**config.mk**
```make
export PLATFORM = sky130hd
export DESIGN_NAME = imem_loader
export DESIGN_NICKNAME = d
export VERILOG_FILES = /design/src/rtl/imem_loader_pkg.sv /design/src/rtl/imem_loader_byte_packer.sv /design/src/rtl/imem_loader.sv
export SDC_FILE = /design/constraint.sdc
export NUM_CORES = 1
export LEC_CHECK = 0
export CAP_MARGIN = 10
export CORE_UTILIZATION = 50
export DETAILED_ROUTE_END_ITERATION = 10
export GPL_TIMING_DRIVEN = 0
export PLACE_DENSITY = 0.85
export SLEW_MARGIN = 20
export SYNTH_ARGS = -nofsm -noshare
export SYNTH_HDL_FRONTEND = slang
export SYNTH_HIERARCHICAL = 1
export SYNTH_SLANG_ARGS = --single-unit
```
**constraint.sdc**
```tcl
create_clock -name clk -period 10.63 [get_ports clk]
set_clock_uncertainty 0.15 [all_clocks]
set_input_delay 2.6575 -clock clk [delete_from_list [all_inputs] [get_ports clk]]
set_output_delay 2.6575 -clock clk [all_outputs]
set_load 0.005 [all_outputs]
```
**src/rtl/imem_loader_pkg.sv**
```systemverilog
// Shared constants for the instruction-memory loader: FSM state encoding
// and the byte counts for the header and each data word.
package imem_loader_pkg;

    typedef enum logic [2:0] {
        ST_IDLE  = 3'd0,
        ST_HDR   = 3'd1,
        ST_DATA  = 3'd2,
        ST_WRITE = 3'd3,
        ST_DONE  = 3'd4,
        ST_ERR   = 3'd5
    } state_t;

    localparam int HDR_BYTES  = 4;
    localparam int WORD_BYTES = 4;

    localparam logic [1:0] HDR_LAST_IDX  = 2'(HDR_BYTES - 1);
    localparam logic [1:0] WORD_LAST_IDX = 2'(WORD_BYTES - 1);

endpackage

```
**src/rtl/imem_loader_byte_packer.sv**
```systemverilog
// Collects accepted bytes MSB-first into a 32-bit word and pulses
// o_word_ready on the byte that completes it.
module byte_packer
    import imem_loader_pkg::*;
(
    input  logic        clk,
    input  logic        rst,
    input  logic        i_clr,
    input  logic        i_accept,
    input  logic [1:0]  i_last_idx,
    input  logic [7:0]  i_byte,
    output logic [31:0] o_word,
    output logic        o_word_ready
);

    logic [1:0]  r_idx;
    logic [31:0] r_word;

    always_ff @(posedge clk) begin
        if (rst || i_clr) begin
            r_idx <= 2'd0;
        end else if (i_accept) begin
            r_idx <= r_idx + 2'd1;
        end
    end

    // Data path is not reset; the index alone decides when the word is valid.
    always_ff @(posedge clk) begin
        if (i_accept) begin
            r_word <= {r_word[23:0], i_byte};
        end
    end

    assign o_word       = r_word;
    assign o_word_ready = i_accept && (r_idx == i_last_idx);

endmodule

```
**src/rtl/imem_loader.sv**
```systemverilog
// Streams a length-prefixed big-endian image into instruction memory and
// holds the CPU until the image is complete.
module imem_loader
    import imem_loader_pkg::*;
#(
    parameter logic [31:0] BASE_ADDR = 32'h0000_0000,
    parameter int          MAX_WORDS = 1024,
    parameter int          CNT_W     = 16
) (
    input  logic             clk,
    input  logic             rst,
    input  logic             start,
    input  logic             in_valid,
    input  logic [7:0]       in_data,
    output logic             in_ready,
    output logic             im_we,
    output logic [31:0]      im_addr,
    output logic [31:0]      im_wdata,
    output logic             cpu_hold,
    output logic [31:0]      pc_start,
    output logic             done,
    output logic             error,
    output logic [CNT_W-1:0] words_loaded
);

    state_t           r_state;
    state_t           w_next;
    logic [31:0]      r_count;
    logic [CNT_W-1:0] r_words;
    logic [CNT_W-1:0] w_words_inc;
    logic [31:0]      w_hdr_next;
    logic [31:0]      w_word;
    logic [1:0]       w_last_idx;
    logic             w_accept;
    logic             w_word_ready;
    logic             w_start_ok;

    assign w_accept    = in_valid && in_ready;
    assign w_start_ok  = start && ((r_state == ST_IDLE) || (r_state == ST_DONE) ||
                                   (r_state == ST_ERR));
    assign w_hdr_next  = {r_count[23:0], in_data};
    assign w_words_inc = r_words + CNT_W'(1);
    assign w_last_idx  = (r_state == ST_HDR) ? HDR_LAST_IDX : WORD_LAST_IDX;

    byte_packer u_packer (
        .clk          (clk),
        .rst          (rst),
        .i_clr        (w_start_ok),
        .i_accept     (w_accept),
        .i_last_idx   (w_last_idx),
        .i_byte       (in_data),
        .o_word       (w_word),
        .o_word_ready (w_word_ready)
    );

    always_ff @(posedge clk) begin
        if (rst) begin
            r_state <= ST_IDLE;
        end else begin
            r_state <= w_next;
        end
    end

    always_ff @(posedge clk) begin
        if (rst || w_start_ok) begin
            r_words <= '0;
        end else if (r_state == ST_WRITE) begin
            r_words <= w_words_inc;
        end
    end

    always_ff @(posedge clk) begin
        if (w_accept && (r_state == ST_HDR)) begin
            r_count <= w_hdr_next;
        end
    end

    always_comb begin
        w_next   = r_state;
        in_ready = 1'b0;
        im_we    = 1'b0;
        im_wdata = '0;
        done     = 1'b0;
        error    = 1'b0;
        cpu_hold = 1'b1;
        case (r_state)
            ST_IDLE: begin
                if (start) w_next = ST_HDR;
            end
            ST_HDR: begin
                in_ready = 1'b1;
                if (w_word_ready) begin
                    if (w_hdr_next == 32'd0)                w_next = ST_DONE;
                    else if (w_hdr_next > 32'(MAX_WORDS))   w_next = ST_ERR;
                    else                                    w_next = ST_DATA;
                end
            end
            ST_DATA: begin
                in_ready = 1'b1;
                if (w_word_ready) w_next = ST_WRITE;
            end
            ST_WRITE: begin
                im_we    = 1'b1;
                im_wdata = w_word;
                if (32'(w_words_inc) == r_count) w_next = ST_DONE;
                else                             w_next = ST_DATA;
            end
            ST_DONE: begin
                done     = 1'b1;
                cpu_hold = 1'b0;
                if (start) begin
                    done     = 1'b0;
                    cpu_hold = 1'b1;
                    w_next   = ST_HDR;
                end
            end
            ST_ERR: begin
                error = 1'b1;
                if (start) begin
                    error  = 1'b0;
                    w_next = ST_HDR;
                end
            end
            default: w_next = ST_IDLE;
        endcase
    end

    // Address wraps modulo 2^32 by construction of the 32-bit add.
    assign im_addr      = BASE_ADDR + (32'(r_words) << 2);
    assign pc_start     = BASE_ADDR;
    assign words_loaded = r_words;

endmodule

```
== Word-level counts from Yosys, hierarchy flattened ==
Cells that the tools add are included.

* Input bits: 12
* Word-level logic and storage cells: 45
* Register bits after elaboration: 85
* Bits in read-only memories: 0
* Output and inout bits: 117
* Bits in writable memories: 0
* Bits in latches: 0
* Memories: 0

* Bitwise logic cells: 0
* Multiply operators: 0
* Reductions and logical operators: 12
* Div/mod/pow operators: 0
* Equal/unequal tests: 10
* Shift-type cells: 0
* Add/subtract/negate cells: 2
* Muxes and demuxes: 15
* $lt $le $gt $ge: 1

{| class="wikitable"
|+ Operator list
! operator !! count
|-
| $eq 16x32->1 || 1
|-
| $gt 32x11->1 const B || 1
|-
| $logic_not 32->1 || 1
|-
| $mux 32 || 1
|-
| $mux 3 || 6
|-
| $add 16x1->16 const B || 1
|-
| $pmux 3 s4 || 1
|-
| $mux 1 || 7
|-
| $eq 3x2->1 const B || 2
|-
| $eq 3x3->1 const B || 2
|-
| $ne 2x1->1 const B || 3
|-
| $logic_and 1x1->1 || 4
|-
| $eq 3x1->1 const B || 1
|-
| $logic_not 3->1 || 1
|-
| $logic_or 1x1->1 || 3
|-
| $reduce_and 3->1 || 1
|-
| $reduce_or 3->1 || 1
|-
| $add 2x1->2 const B || 1
|-
| $eq 2x2->1 const B || 1
|-
| $reduce_or 2->1 || 1
|}

== Depth between registers and ports, before layout ==
Gate-level depths: netlist (run 1).

* Word-level depth: 7
* Depth in mapped cells: 8
* Mapped depth without buffers: 7

== Cells and area by module ==
Netlist (run 1), hierarchy kept.

{| class="wikitable"
|+ By module, submodules not included
! module !! times used !! seq. area each (µm²) !! cells an instance !! area an instance (µm²)
|-
| imem_loader || 1 || 1341.3 || 336 || 3165.5
|-
| byte_packer || 1 || 1001.0 || 42 || 1068.5
|}

== Least setup slack after synthesis (run 1) ==
No wires, ideal clock.

* Path kind: in2out
* Start point: input port start
* End point: output port done
* Required time: 7.823 ns
* Path slack: 4.867 ns
* Arrival: 2.955 ns
* Stages: 3
* Cells stage by stage: nor2_1 nand3_1 inv_1

* Longest elaborated chain between the ends: 2

{| class="wikitable"
|+ Ends and longest elaborated chain
! item !! line !! source
|-
| start: declaration || imem_loader.sv:12 || <nowiki>input logic start,</nowiki>
|-
| $mux 1 || imem_loader.sv:111 || <nowiki>if (start) begin</nowiki>
|-
| $mux 1 || imem_loader.sv:86 || <nowiki>case (r_state)</nowiki>
|-
| end: declaration || imem_loader.sv:21 || <nowiki>output logic done,</nowiki>
|}

Every way passes these cells.

== Worst setup path in the final report (run 1) ==
* Start point: input port start
* End point: output port error

* Longest elaborated chain between the ends: 2

{| class="wikitable"
|+ Ends and longest elaborated chain
! item !! line !! source
|-
| $mux 1 || imem_loader.sv:119 || <nowiki>if (start) begin</nowiki>
|-
| $mux 1 || imem_loader.sv:86 ||
|-
| end: declaration || imem_loader.sv:22 || <nowiki>output logic error,</nowiki>
|}

Every way passes these cells.

==> summary.md, run 1 <==
| Metric | Value |
|---|---|
| Unrepaired setup endpoints after global routing | no |
| Sequential area share after synthesis | a little under three fifths |
| Yosys reg bits | 85 |
| Worst Setup SP | start |
| Layout cells sized above 1 | roughly 18% |
| Crit path to | error |
| Met2 wire len | between 4000 and 5000 um |
| Syn Inst Count | 378 |
| Global-route wire length before repair | ~14000 um |
| DR DRC count | 0 |
| Vias | between 3000 and 4000 |
| Tot GR Track Use | between 20% and 30% |
| First-pass DRT Iterations | 5 |
| Number of synthesized flops with an enable pin | 64 |
| WL/cell | around 14 um |
| Final setup violation count | 0 |
| Peak Freq | between 100 and 150 MHz |
| Setup TNS | 0 ps |
| Avg Cell Area, Syn | around 11 um^2 |
| Largest net degree at the start of global routing | 37 |
| TritonCTS Sinks | between 80 and 90 |
| Post-synth top area cell | edfxtp_1 |
| Total Die Area | 0.00884 mm^2 |
| Ant diodes | 0 |
| Clock slew at reported path FFs | approximately 90 ps |
| Height of the die | 94.0 um |
| Worst vdd ir | 0.000104 V |
| Mapped Area | approximately 0.0042 mm^2 |
| Synth top area cells | edfxtp_1 (45%), buf_4 (11%), dfxtp_1 (9.9%) |
| Outcome | completed |
| Clock Latency Late Sink | roughly 360 ps |
| Antenna-violating nets left | 0 |
| Final HPWL DP | between 6000 and 7000 um |
| Core box area | 0.00822 mm^2 |
| Slew margin rel. | 43.0% |
| Final GP Congestion | 0.888 |
| Final Hold Vio Count | 0 |
| Setup WS pre-CTS | roughly 3800 ps |
| CP arrival | approximately 4000 ps |
| Worst Reg-to-Reg Cells | 8 |
| Post-route minimum period | around 7000 ps |
| MaxCap Viol Count | 0 |
| Die W | between 90 and 100 um |
| Deepest clock path buffer count | 2 |
| Crit path launch type | input pin |
| Period utilization | around 64% |
| Vias per cell | ~5.0 |
| Met3 WL | 483 um |
| Leakage Power | between 2 and 2.5 nW |
| Data required time of the worst path | 7820 ps |
| PortBufs | 80 |
| CTS Hold Buffers Added | 0 |
| Final nets | approximately 530 |
| Worst Path Max Fanout | 3 |
| Synth unique cells | 48 |
| CTS tree | yes |
| Htree depth | 3 |
| # IOs | 129 |
| Crit path kind | in -> out |
| Most used DFF post-synth | edfxtp_1 |
| Post-Route WL | approximately 9000 um |
| Area growth syn-to-layout | 31.6% |
| Top-area cell type share of the netlist area | a little under half |
| Slew at the pin closest to its max-slew limit | about 850 ps |
| Power per cell area | between 100 and 150 mW/mm^2 |
| Hold crit path type | reg -> reg |
| Root buf cell | clkbuf_8 |
| Initial Utilization | 51.5% |
| Top Metal Used | met4 |
| Pins Over Slew Limit | 0 |
| Setup Buffers After CTS | 0 |
| Crit. End Element | primary output |
| Worst setup margin | ~3800 ps |
| CTS Buf Count | 9 |
| Initial DRC count | about 200 |
| Total gr overflow | 0 |
| RR Endpoint | r_state[1]$_SDFFE_PP0P_ |
| Rows | 33 |
| R2r setup slk | 7590 ps |
| Synth warn | 6 |
| Share of synthesized flip-flops with an asynchronous set or reset | 0% |
| Reg2reg start | r_state[1]$_SDFFE_PP0P_ |
| Initial antenna violation count | 0 |
| PostCTS Resize Cnt | 0 |
| Vias in the first global route | 3016 |
| WL met1 | between 3000 and 4000 um |
[cells in the mapped netlist, types with 2 or more instances]
cell and count:
buf_4 64, edfxtp_1 64, and3_1 34, xnor2_1 25, nor2_1 23, dfxtp_1 21
nand2_1 15, clkbuf_1 11, nor4_1 11, o21ai_0 10, or3_1 10, a21oi_1 9
nor3_1 9, nand4_1 8, xor2_1 7, inv_1 6, buf_2 5, nand3_1 5
nor3b_1 3, or4_1 3, and2_1 2, conb_1 2, nor4b_1 2, o21ai_1 2
o311ai_0 2, o31ai_1 2, or2_2 2
[sequential cells by signal, summed over array words and instances (netlist names)]
signal	cells
r_count	32
r_state	3
u_packer/o_word	32
u_packer/r_idx	2
words_loaded	16
[cell families after synthesis]
logic type / synth area share [%]
and+or+nand+nor: 18.2
buffers and inverters: 13.4
DFF: 55.3
AOI/OAI and AO/OA: 5.91
xor gates and xnor gates: 6.62
other: 0.177
adders and majority gates: 0.295
[through the flow]
stage                     util [%]  power, mW  std cells  instance area, um^2  hold WS [ps]
after floorplan                  -      0.409        426                 4410           268
after global placement        65.1      0.420        611                 5350           272
after detailed placement      65.3      0.422        613                 5370           276
after CTS                     67.8      0.650        629                 5570           297
after global routing          67.8      0.672        629                 5570           305
final                         67.8      0.650        629                 5570           292
[layout by cell type, fill, tap and decap left out, drive strengths merged, types with 11 or more instances in the layout]
cell type      instances
and3                  34
buf                   71
clkbuf                20
clkdlybuf4s50         80
conb                  50
dfxtp                 21
edfxtp                64
nand2                 15
nor2                  23
nor4                  11
o21ai                 12
xnor2                 25
[how the worst min path moves through the flow]
stage               slack, ps  cells after the start                            end                          start
detailed placement        280                      0   u_packer/o_word[9]$_DFFE_PP_   u_packer/o_word[1]$_DFFE_PP_
global route              310                      0   u_packer/o_word[9]$_DFFE_PP_   u_packer/o_word[1]$_DFFE_PP_
CTS                       300                      0   u_packer/o_word[9]$_DFFE_PP_   u_packer/o_word[1]$_DFFE_PP_
global placement          270                      0   u_packer/o_word[9]$_DFFE_PP_   u_packer/o_word[1]$_DFFE_PP_
floorplan                 270                      0  u_packer/o_word[10]$_DFFE_PP_   u_packer/o_word[2]$_DFFE_PP_
finish                    290                      0  u_packer/o_word[24]$_DFFE_PP_  u_packer/o_word[16]$_DFFE_PP_
[worst max-delay path, cell delays in order]
cell and delay (ps):
clkdlybuf4s50_1 460, nor2_1 160, nand2_1 90, nor2_1 100, clkdlybuf4s50_1 530
[routing by layer]
metal	GRT usage [%]	vias to the layer above
li1	-	1544
met1	25.1	1478
met2	37.0	119
met3	3.72	13
met4	10.3	0
met5	0	-
[power by group]
part | switching [mW] | leakage, nW | internal [mW]
Clock | 0.123 | 0.106 | 0.112
Sequential | 0.00602 | 0.761 | 0.367
Combinational | 0.0216 | 1.30 | 0.0210
Total | 0.150 | 2.17 | 0.500
[final cells by class]
type	count	area (um^2)
multi-input combinational	255	1510
timing repair buffer	82	816
inverter	6	22.5
sequential	85	2340
clock inverter	7	81.3
fill	577	2640
tap	105	131
clock buffer	9	124
buffer	80	547
Note: power is estimated with default switching activity, not from simulation.
==> inputs of run 2 (changes only) <==
CORE_UTILIZATION = 43   (was 50)
PLACE_DENSITY = 0.77   (was 0.85)
clock period = 6.1 ns   (was 10.63 ns; I/O delays follow)
==> run 2 against run 1 <==
Compared with the run above: first-iteration DRC count fell by 2.0%; via count fell by 0.86%; utilization fell by 8.1 points; flip-flop and latch count did not move; clock-buffer cell count did not move; highest routed layer unchanged.
==> summary.md, run 2 (same netlist as run 1, synthesis figures left out) <==
| Metric | Value |
|---|---|
| Clock slew at reported path FFs | 90 ps (about the same) |
| Fill cells | 805 (was 577) |
| Total Die Area | 0.0102 mm^2 (was 0.00884 mm^2) |
| Reg2reg start | r_state[1]$_SDFFE_PP0P_ (unchanged) |
| Clock network fraction of total power | 34.7% (was 36.2%) |
| # IOs | 129 (unchanged) |
| Final setup violation count | 0 (unchanged) |
| Hold crit path type | reg -> reg (unchanged) |
| Most common cell after layout, fill and taps aside | clkdlybuf4s50_1 (unchanged) |
| Height of the die | 101 um (was 94.0 um) |
| CTS tree | yes (unchanged) |
| WL/cell | 13.7 um (was 14.3 um) |
| Period utilization | roughly three quarters |
| Root buf cell | clkbuf_8 (unchanged) |
| Post-route minimum period | approximately 4500 ps |
| CTS Buf Count | 9 (unchanged) |
| Unrepaired setup endpoints after global routing | no (unchanged) |
| Final Hold Vio Count | 0 (unchanged) |
| Vias per cell | 4.78 (was 5.01) |
| Area growth syn-to-layout | 32.2% (was 31.6%) |
| PortBufs | 80 (unchanged) |
| Worst vdd ir | 0.000152 V (was 0.000104 V) |
| Slew margin rel. | 47.4% (was 43.0%) |
| Power Total | 1.11 mW (was 650 uW) |
| HP Start | u_packer/o_word[23]$_DFFE_PP_ (was u_packer/o_word[16]$_DFFE_PP_) |
| MaxCap Viol Count | 0 (unchanged) |
| WL met1 | 3710 um (was 3560 um) |
| PostCTS Resize Cnt | 0 (unchanged) |
| Antenna-violating nets left | 0 (unchanged) |
| Global-route wire length before repair | 13800 um (was 14200 um) |
| Final GP Congestion | 0.904 (was 0.888) |
| Clock Latency Late Sink | 350 ps (was 360 ps) |
| Hold Crit Depth | 0 (unchanged) |
| TritonCTS Sinks | 85 (unchanged) |
| Power per cell area | 198 mW/mm^2 (was 117 mW/mm^2) |
| Setup Buffers After CTS | 0 (unchanged) |
| Internal power | 837 uW (was 500 uW) |
| Largest net degree at the start of global routing | 37 (unchanged) |
| Peak Freq | around 220 MHz |
| Finished Core Util | 59.7% (was 67.8%) |
| Initial DRC count | 197 (was 201) |
| Ant diodes | 0 (unchanged) |
| Initial Utilization | 45.2% (was 51.5%) |
| Layout cells sized above 1 | 18.5% (was 18.3%) |
| Worst Reg-to-Reg Cells | 8 (unchanged) |
| Rows | 35 (was 33) |
| Leakage Power | 2.16 nW (was 2.17 nW) |
| Fin Hold WS | 298 ps (was 292 ps) |
| Switching share of power | 24.5% (was 23.1%) |
| Final HPWL DP | 6800 um (was 6650 um) |
| Deepest clock path buffer count | 2 (unchanged) |
| CTS Hold Buffers Added | 0 (unchanged) |
| Vias in the first global route | 2825 (was 3016) |
| Met3 WL | 453 um (was 483 um) |
| Htree depth | 3 (unchanged) |
| Final nets | 533 (was 532) |
| Reg power frac | 58.5% (was 57.3%) |
| Die W | 101 um (was 94.0 um) |
| Crit. End Element | primary output (unchanged) |
| Worst Path Max Fanout | 3 (unchanged) |
| R2r setup slk | 3150 ps (was 7590 ps) |
| Data required time of the worst path | 4430 ps (was 7820 ps) |
| Tot GR Track Use | 17.5% (was 21.2%) |
| RR Endpoint | r_state[1]$_SDFFE_PP0P_ (unchanged) |
| Vias | 3127 (was 3154) |
| Most frequent cells in the layout | clkdlybuf4s50_1 (80), buf_4 (67), edfxtp_1 (64), conb_1 (50), and3_1 (34) (was clkdlybuf4s50_1 (80), buf_4 (66), edfxtp_1 (64), conb_1 (50), and3_1 (34)) |
| Hold EP | u_packer/o_word[31]$_DFFE_PP_ (was u_packer/o_word[24]$_DFFE_PP_) |
| CP arrival | 2840 ps (was 4000 ps) |
| Initial antenna violation count | 0 (unchanged) |
| Design Area, Final | 0.00560 mm^2 (was 0.00557 mm^2) |
| Total gr overflow | 0 (unchanged) |
| Slew at the pin closest to its max-slew limit | 790 ps (was 851 ps) |
| Core box area | 0.00937 mm^2 (was 0.00822 mm^2) |
| DR DRC count | 0 (unchanged) |
| Post-Route WL | 8960 um (was 9010 um) |
| Top Metal Used | met4 (unchanged) |
| Setup TNS | 0 ps (unchanged) |
| Outcome | completed (unchanged) |
| Crit path kind | in -> out (unchanged) |
| NetSw | 272 uW (was 150 uW) |
| Pins Over Slew Limit | 0 (unchanged) |
| DP Area | 0.00541 mm^2 (was 0.00537 mm^2) |
| Crit path launch type | input pin (unchanged) |
| First-pass DRT Iterations | 4 (was 5) |
| Met2 wire len | 4620 um (was 4770 um) |
| Logic pwr share | 6.7% (was 6.5%) |
-- run 2: layout make-up --
| type | instances | area (um^2) | share of cell area, % |
|---|---|---|---|
| multi-input combinational | 255 | 1510 | 26.9 |
| clock buffer | 9 | 124 | 2.21 |
| timing repair buffer | 83 | 823 | 14.7 |
| tap | 129 | 161 | 2.88 |
| clock inverter | 7 | 70.1 | 1.25 |
| buffer | 80 | 547 | 9.77 |
| sequential | 85 | 2340 | 41.8 |
| inverter | 6 | 22.5 | 0.402 |
-- run 2: stage by stage --
stage / instances / setup slack [ps]
2_1_floorplan: 426 / 1590
3_5_place_dp: 638 / 1600
3_3_place_gp: 635 / 502
4_1_cts: 654 / 1570
5_1_grt: 654 / 1510
6_report: 654 / 1580
-- run 2: critical path: stages --
cell,delay (ps)
clkdlybuf4s50_1,440
nor2_1,160
nand2_1,110
nor2_1,100
clkdlybuf4s50_1,520
-- run 2: how the worst max path moves through the flow --
stage | from | end | slack, ps | cells past startpoint
after global routing | start | error | 1510 | 5
after CTS | start | error | 1570 | 5
after global placement | in_valid | r_count[0]$_DFFE_PP_ | 500 | 2
after detailed placement | start | error | 1600 | 5
final | start | error | 1580 | 5
after floorplan | in_valid | r_count[0]$_DFFE_PP_ | 1590 | 1
-- run 2: power groups by stage --
stage / sequential, mW / combinational, mW / clock [mW]
after floorplan: 0.659 / 0.0531 / 0
after global placement: 0.663 / 0.0697 / 0
after detailed placement: 0.662 / 0.0731 / 0
after CTS: 0.649 / 0.0734 / 0.394
after global routing: 0.651 / 0.0835 / 0.416
final: 0.649 / 0.0747 / 0.385
-- run 2: metal layers --
metal,vias to the layer above,global-route usage (%)
li1,1542,-
met1,1455,22.2
met2,115,29.8
met3,15,2.55
met4,0,7.92
met5,-,0
==> inputs of run 3 (changes only) <==
CORE_UTILIZATION = 47   (was 43)
PLACE_DENSITY = 0.8   (was 0.77)
clock period = 4.7 ns   (was 6.1 ns; I/O delays follow)
==> run 3 against run 2 <==
Compared with the run above: via count rose by 1.6%; final area shrank 0.42%; register-to-register slack got worse by 1400 ps; critical path type unchanged; highest routed layer unchanged.
==> summary.md, run 3 (same netlist as run 1, synthesis figures left out) <==
| Metric | Value |
|---|---|
| Crit path kind | in -> out (unchanged) |
| Crit-path slowest cell | clkdlybuf4s50_1 (unchanged) |
| Crit. End Element | primary output (unchanged) |
| Area of the multi-input gates | 0.00151 mm^2 (unchanged) |
| Clock Latency Late Sink | 350 ps (about the same) |
| CP Buf/Inv Count | 2 (unchanged) |
| Total gr overflow | 0 (unchanged) |
| PortBufs | 80 (unchanged) |
| First-pass DRT Iterations | 5 (was 4) |
| Global-route wire length before repair | 14200 um (was 13800 um) |
| Layout cells sized above 1 | 18.5% (unchanged) |
| Crit path launch type | input pin (unchanged) |
| Tot GR Track Use | 19.1% (was 17.5%) |
| Largest net degree at the start of global routing | 37 (unchanged) |
| Most common cell after layout, fill and taps aside | clkdlybuf4s50_1 (unchanged) |
| Worst path max stage delay | 550 ps (was 520 ps) |
| DP Area | 0.00538 mm^2 (was 0.00541 mm^2) |
| Period utilization | slightly above 80% |
| Reg area | 0.00234 mm^2 (unchanged) |
| Largest delay share family, worst path | buffers and inverters (unchanged) |
| Slew at the pin closest to its max-slew limit | 794 ps (was 790 ps) |
| Vias per cell | 5.02 (was 4.78) |
| CTS tree | yes (unchanged) |
| Reg2reg start | r_state[1]$_SDFFE_PP0P_ (unchanged) |
| Setup Buffers After CTS | 0 (unchanged) |
| Worst vdd ir | 0.000195 V (was 0.000152 V) |
| Worst Path Max Fanout | 3 (unchanged) |
| Post-route minimum period | approximately 4000 ps |
| Htree depth | 3 (unchanged) |
| Total Die Area | 0.00939 mm^2 (was 0.0102 mm^2) |
| TritonCTS Sinks | 85 (unchanged) |
| CTS Buf Count | 9 (unchanged) |
| Deepest clock path buffer count | 2 (unchanged) |
| Design Area, Final | 0.00558 mm^2 (was 0.00560 mm^2) |
| Most frequent cells in the layout | clkdlybuf4s50_1 (80), buf_4 (67), edfxtp_1 (64), conb_1 (50), and3_1 (34) (unchanged) |
| Die W | 96.9 um (was 101 um) |
| Pins Over Slew Limit | 0 (unchanged) |
| Power per cell area | 259 mW/mm^2 (was 198 mW/mm^2) |
| Final Hold Vio Count | 0 (unchanged) |
| Fill cells | 695 (was 805) |
| Antenna-violating nets left | 0 (unchanged) |
| CTS Hold Buffers Added | 0 (unchanged) |
| DR DRC count | 0 (unchanged) |
| Final GP Congestion | 0.867 (was 0.904) |
| Data required time of the worst path | 3380 ps (was 4430 ps) |
| Vias | 3177 (was 3127) |
| CP arrival | 2580 ps (was 2840 ps) |
| Final setup violation count | 0 (unchanged) |
| Post-Route WL | 8900 um (was 8960 um) |
| Worst Setup SP | start (unchanged) |
| Outcome | completed (unchanged) |
| Leakage Power | 2.16 nW (about the same) |
| PostCTS Resize Cnt | 0 (unchanged) |
| Final nets | 533 (unchanged) |
| Initial antenna violation count | 0 (unchanged) |
| Setup TNS | 0 ps (unchanged) |
| MaxCap Viol Count | 0 (unchanged) |
| Clock slew at reported path FFs | 100 ps (was 90 ps) |
| Worst-path cell chain | clkdlybuf4s50_1 > nor2_1 > nand2_1 > nor2_1 > clkdlybuf4s50_1 (unchanged) |
| # IOs | 129 (unchanged) |
| HP Start | u_packer/o_word[0]$_DFFE_PP_ (was u_packer/o_word[23]$_DFFE_PP_) |
| Initial Utilization | 48.6% (was 45.2%) |
| Vias in the first global route | 2910 (was 2825) |
| Ant diodes | 0 (unchanged) |
| Hold crit path type | reg -> reg (unchanged) |
| Final HPWL DP | 6600 um (was 6800 um) |
| Rows | 34 (was 35) |
| Slew margin rel. | 47.1% (was 47.4%) |
| Peak Freq | 256 MHz |
| Height of the die | 96.9 um (was 101 um) |
| WL/cell | 14.1 um (was 13.7 um) |
| Area growth syn-to-layout | 31.7% (was 32.2%) |
| Initial DRC count | 185 (was 197) |
| Core box area | 0.00872 mm^2 (was 0.00937 mm^2) |
| Root buf cell | clkbuf_8 (unchanged) |
| Unrepaired setup endpoints after global routing | no (unchanged) |
-- run 3: per-stage QoR --
stage                     utilization (%)  power, mW  hold slack, ps  worst slack [ps]  cells
final                                63.9       1.44             299               791    633
after global routing                 63.9       1.50             308               732    633
after CTS                            63.9       1.45             299               832    633
after detailed placement             61.7      0.955             279               878    617
after global placement               61.3      0.950             272              -544    614
after floorplan                         -      0.924             268               537    426
-- run 3: final timing paths --
path | endpoint | slack (ps) | depth (start not counted)
max | error | 790 | 5
min | u_packer/o_word[8]$_DFFE_PP_ | 300 | 0
max reg2reg | r_state[1]$_SDFFE_PP0P_ | 1750 | 8
min reg2reg | u_packer/o_word[8]$_DFFE_PP_ | 300 | 0
-- run 3: routing by layer --
layer	global-route usage, %	share of wire (%)	vias to the layer above
met5	0	0	-
met4	8.38	2.2	0
met3	3.40	4.1	17
met2	31.8	51	117
met1	24.3	43	1502
li1	-	-	1541
-- run 3: final cells by class --
class | count | area share, %
clock inverter | 7 | 1.30
inverter | 6 | 0.404
timing repair buffer | 83 | 14.8
tap | 108 | 2.42
clock buffer | 9 | 2.22
sequential | 85 | 42.0
buffer | 80 | 9.81
multi-input combinational | 255 | 27.1
-- run 3: report_power, final --
part / leakage, nW / switching (mW) / internal, mW
Sequential: 0.761 / 0.0134 / 0.829
Combinational: 1.31 / 0.0491 / 0.0480
Clock: 0.0970 / 0.294 / 0.208
